## config.mk

```make
export PLATFORM = sky130hd
export DESIGN_NAME = sd_decimator
export DESIGN_NICKNAME = d
export VERILOG_FILES = /design/src/rtl/sd_decimator.sv
export SDC_FILE = /design/constraint.sdc
export NUM_CORES = 1
export LEC_CHECK = 0
export BUFFER_PORTS_ARGS = -buffer_cell sky130_fd_sc_hd__buf_4
export CAP_MARGIN = 20
export CORE_ASPECT_RATIO = 0.8
export CORE_UTILIZATION = 40
export CTS_BUF_LIST = sky130_fd_sc_hd__clkbuf_8
export DETAILED_ROUTE_END_ITERATION = 8
export PLACE_DENSITY = 0.55
export SYNTH_ARGS = -nofsm -noshare
export SYNTH_HDL_FRONTEND = slang
export SYNTH_SLANG_ARGS = --single-unit
export TNS_END_PERCENT = 5
```

## constraint.sdc

```tcl
create_clock -name clk -period 5 [get_ports clk]
set_clock_uncertainty 0.1 [all_clocks]
set_input_delay 0.25 -clock clk [delete_from_list [all_inputs] [get_ports clk]]
set_output_delay 0.25 -clock clk [all_outputs]
set_load 0.02 [all_outputs]
```

## src/rtl/sd_decimator.sv

```systemverilog
// Sinc^3 decimator: 1-bit sigma-delta stream (+1/-1) in, saturated signed PCM
// out at 1/OSR of the enabled rate, through a valid/ready register with a sticky overrun flag.
module sd_decimator #(
    parameter  int OSR = 16,
    localparam int L   = $clog2(OSR),
    localparam int OW  = 3*L + 1
) (
    input  logic                 clk,
    input  logic                 rstN,
    input  logic                 en,
    input  logic                 in,
    input  logic                 clrOverrun,
    output logic signed [OW-1:0] outData,
    output logic                 outValid,
    input  logic                 outReady,
    output logic                 overrun
);
    localparam int W = 3*L + 2;
    localparam logic [W-1:0]  FULL    = W'(1) << (3*L);
    localparam logic [OW-1:0] POS_MAX = {1'b0, {(OW-1){1'b1}}};

    // Integrators and comb delays wrap mod 2^W; the comb differences stay exact.
    logic [2:0][W-1:0] integ;
    logic [2:0][W-1:0] dly;
    logic [L-1:0]      cnt;
    logic              dec;
    logic [W-1:0]      stp;
    logic [W-1:0]      c1, c2, c3;
    logic [OW-1:0]     sat;

    // 1 -> +1, 0 -> -1 (all ones)
    assign stp = {{(W-1){~in}}, 1'b1};

    always_comb begin
        c1  = integ[2] - dly[0];
        c2  = c1 - dly[1];
        c3  = c2 - dly[2];
        // only +OSR^3 falls outside the output range
        sat = (c3 == FULL) ? POS_MAX : c3[OW-1:0];
    end

    always_ff @(posedge clk or negedge rstN) begin
        if (!rstN) begin
            integ    <= '0;
            dly      <= '0;
            cnt      <= '0;
            dec      <= 1'b0;
            outData  <= '0;
            outValid <= 1'b0;
            overrun  <= 1'b0;
        end else begin
            dec <= en && (&cnt);
            if (en) begin
                cnt      <= cnt + L'(1);
                integ[0] <= integ[0] + stp;
                integ[1] <= integ[1] + integ[0];
                integ[2] <= integ[2] + integ[1];
            end
            // dec still completes when en has dropped after the window's last bit
            if (dec) begin
                dly[0]   <= integ[2];
                dly[1]   <= c1;
                dly[2]   <= c2;
                outData  <= sat;
                outValid <= 1'b1;
            end else if (outValid && outReady) begin
                outValid <= 1'b0;
            end
            if (dec && outValid && !outReady)
                overrun <= 1'b1;
            else if (clrOverrun)
                overrun <= 1'b0;
        end
    end
endmodule

```

==> flow_summary.toml <==
[status]
failed_checks = "setup timing"
status = "finished with violations"

[floorplan]
start_util_pct = 41.3
core_area_um2 = 17500
rows = 43
ios = 21
die_area_um2 = 18700
die_x_um = 152
die_h_um = 122

[sta]
finalHoldViolations = 0
final-setup-viol-count = 13
max_freq_mhz = 191
rsz0062_at_grt = "true"
hold_ws_ps = 70.7
finalCriticalPeriod_ps = 5230
post-route-period-util_pct = 105
worst_slack_ps = -231
tightestPinTransition_ps = 911
drv_slew = 0
relSlewSlack_pct = 39.3

[logic_synthesis]
synth_top_area_share_pct = 35.9
ys_seq_area_share_pct = 35.9
yosys_most_used_dff = "dfrtp_1"
syn-num-nets = 862
synthTopCellsByCount = "dfrtp_1 (104), ha_1 (78), nand2_1 (71)"
synth.ff_latch_count = 104
synth.distinct_cells = 58
synthArstFlopShare_pct = 100
yosysWarnings = 0
synth_area_per_cell_um2 = 9.38
yosysTopAreaCell = "dfrtp_1"
syn-cell-area_um2 = 7240
synth.most_common_cell = "dfrtp_1"
synth-edff-count = 0
synth_area_leaders = "dfrtp_1 (36%), ha_1 (13%), xnor2_1 (6.0%)"
syn_inst = 772

[finish]
syn2layout_area_growth_pct = 14.9
fillers = 1629
nets = 929
drive_above_1_share_pct = 19.2
diodes = 0

[detailed_routing]
vias = 5541
wire_per_inst_um = 13.4
drt-initial-drc-count = 293
via_per_inst = 5.19
drc = 0
routed_wl_mm = 14.3
drt_pass1_iterations = 6
ant_nets = 0

[worst_setup_path]
ff2ff_path_depth = 26
crit_family = "compound AO/OA/AOI/OAI gates"
critPathCaptureType = "flip-flop"
r2r-end = "outData[12]$_DFFE_PN0P_"
required_ps = 5170
path_class = "reg2reg"
path_max_fanout = 3
crit_slowest_cell = "or4b_4"
crit_arrival_ps = 5400
path_buf_inv = 4
max_stage_delay_ps = 540
reg2reg_from = "integ[28]$_DFFE_PN0P_"
critPathLaunchType = "flip-flop"
rrSetupSlack_ps = -230

[place]
gp_congestion = 0.772
dp_hpwl_mm = 10.3
io_buffers = 20

[clock_tree]
htreeDepth = 3
clock-root-buffer = "clkbuf_8"
clk_latency_ps = 380
cts_max_path_buffers = 2
cts_tree = "built"
cts_sinks = 104
path_clk_slew_ps = 100
numCtsBuffers = 9

[grt]
grt_pass1_vias = 5378
grt_max_degree = 97
track_usage_pct = 16.4
overflow = 0
grt_pass1_wl_mm = 25.2
antenna_found_initial = 0

[min_path]
hold_start = "outReady"
min_to = "outValid$_DFFE_PN0P_"
hp-class = "in2reg"
hold_depth = 3

[job]
cap_violations = 0
==> stage by stage <==
step / setup WS (ps) / util (%) / cells / area, um2 / setup TNS, ps
after floorplan: 14.2 / - / 772 / 7280 / 0
after global placement: -168 / 45.4 / 1042 / 7960 / -1960
after detailed placement: -371 / 45.4 / 1042 / 7960 / -4580
after CTS: -225 / 46.9 / 1064 / 8230 / -2610
after global routing: -463 / 47.5 / 1068 / 8320 / -5730
final: -231 / 47.5 / 1068 / 8320 / -2700
==> what timing repair did <==
action / 4_1_cts / 5_1_grt
pin swaps: 15 / 16
setup buffers: 6 / 4
setup endpoints to repair: 13 / 13
hold endpoints to repair: 53 / 0
gates resized for setup: 7 / 17
hold buffers: 1 / 0
==> cell usage in the layout, fill, tap and decap left out, types with 5 or more instances in the layout <==
master,count
nor2_1,40
clkbuf_8,10
fa_1,5
mux2i_1,13
nor3_1,11
o21a_1,9
ha_1,77
xor2_1,20
dfrtp_1,103
nand3_1,5
mux2_2,36
a21oi_2,7
xnor2_1,49
o21ai_0,65
and3_1,7
nor2b_1,11
a21o_1,14
inv_1,70
nand2_1,71
a211oi_1,9
a21oi_1,47
buf_4,72
o21bai_1,8
==> metal layers <==
| layer | global-route usage (%) | routed length [um] | vias to the layer above |
|---|---|---|---|
| met1 | 22.7 | 7560 | 2638 |
| met3 | 3.64 | 385 | 7 |
| met4 | 3.28 | 67 | 0 |
| li1 | - | - | 2836 |
| met5 | 0 | 0 | - |
| met2 | 26.3 | 6340 | 60 |
==> worst register-to-register path: cells and delay by family (launching register included) <==
family,cells,cell delay (ps)
AO/OA/AOI/OAI,10,1610
XOR/XNOR,3,460
adder cells (fa/ha/maj),4,1070
buffers and inverters,4,380
flip-flops,1,410
AND/OR/NAND/NOR,5,1100
==> state kept, by name, indices dropped and copies added, names as in the netlist <==
register	count
integ	42
cnt	4
outData	13
overrun	1
dly	42
dec	1
outValid	1
==> layout make-up <==
cell class              instances  area, um2  area share [%]
clock inverters                 5       50.0           0.601
flip-flops and latches        104       2600            31.3
clock buffers                  10        138            1.65
well taps                     225        282            3.38
multi-input cells             582       4430            53.3
inverters                      68        255            3.07
repair buffers                 74        562            6.75
==> logic make-up (layout without fill, tap and decap cells) <==
| group | Yosys count | in the layout | synth area share [%] |
|---|---|---|---|
| AND/OR/NAND/NOR | 177 | 177 | 11.3 |
| AO/OA/AOI/OAI | 202 | 202 | 17.2 |
| adder cells (fa/ha/maj) | 84 | 84 | 15.1 |
| flip-flops | 104 | 104 | 35.9 |
| multiplexers | 49 | 49 | 7.39 |
| buffers and inverters | 86 | 157 | 4.56 |
| XOR/XNOR | 70 | 70 | 8.47 |
==> worst max path at each step <==
stage / start / end / slack, ps / cells after the start
2_1_floorplan: integ[28]$_DFFE_PN0P_ / outData[12]$_DFFE_PN0P_ / 10 / 25
3_3_place_gp: integ[28]$_DFFE_PN0P_ / outData[0]$_DFFE_PN0P_ / -170 / 24
3_5_place_dp: integ[28]$_DFFE_PN0P_ / outData[0]$_DFFE_PN0P_ / -370 / 24
4_1_cts: integ[28]$_DFFE_PN0P_ / outData[12]$_DFFE_PN0P_ / -220 / 26
5_1_grt: integ[28]$_DFFE_PN0P_ / outData[12]$_DFFE_PN0P_ / -460 / 26
6_report: integ[28]$_DFFE_PN0P_ / outData[12]$_DFFE_PN0P_ / -230 / 26
Power is left out: the tool's default activity adds up to more than one toggle a clock period on the data nets, which glitch-free logic cannot reach.
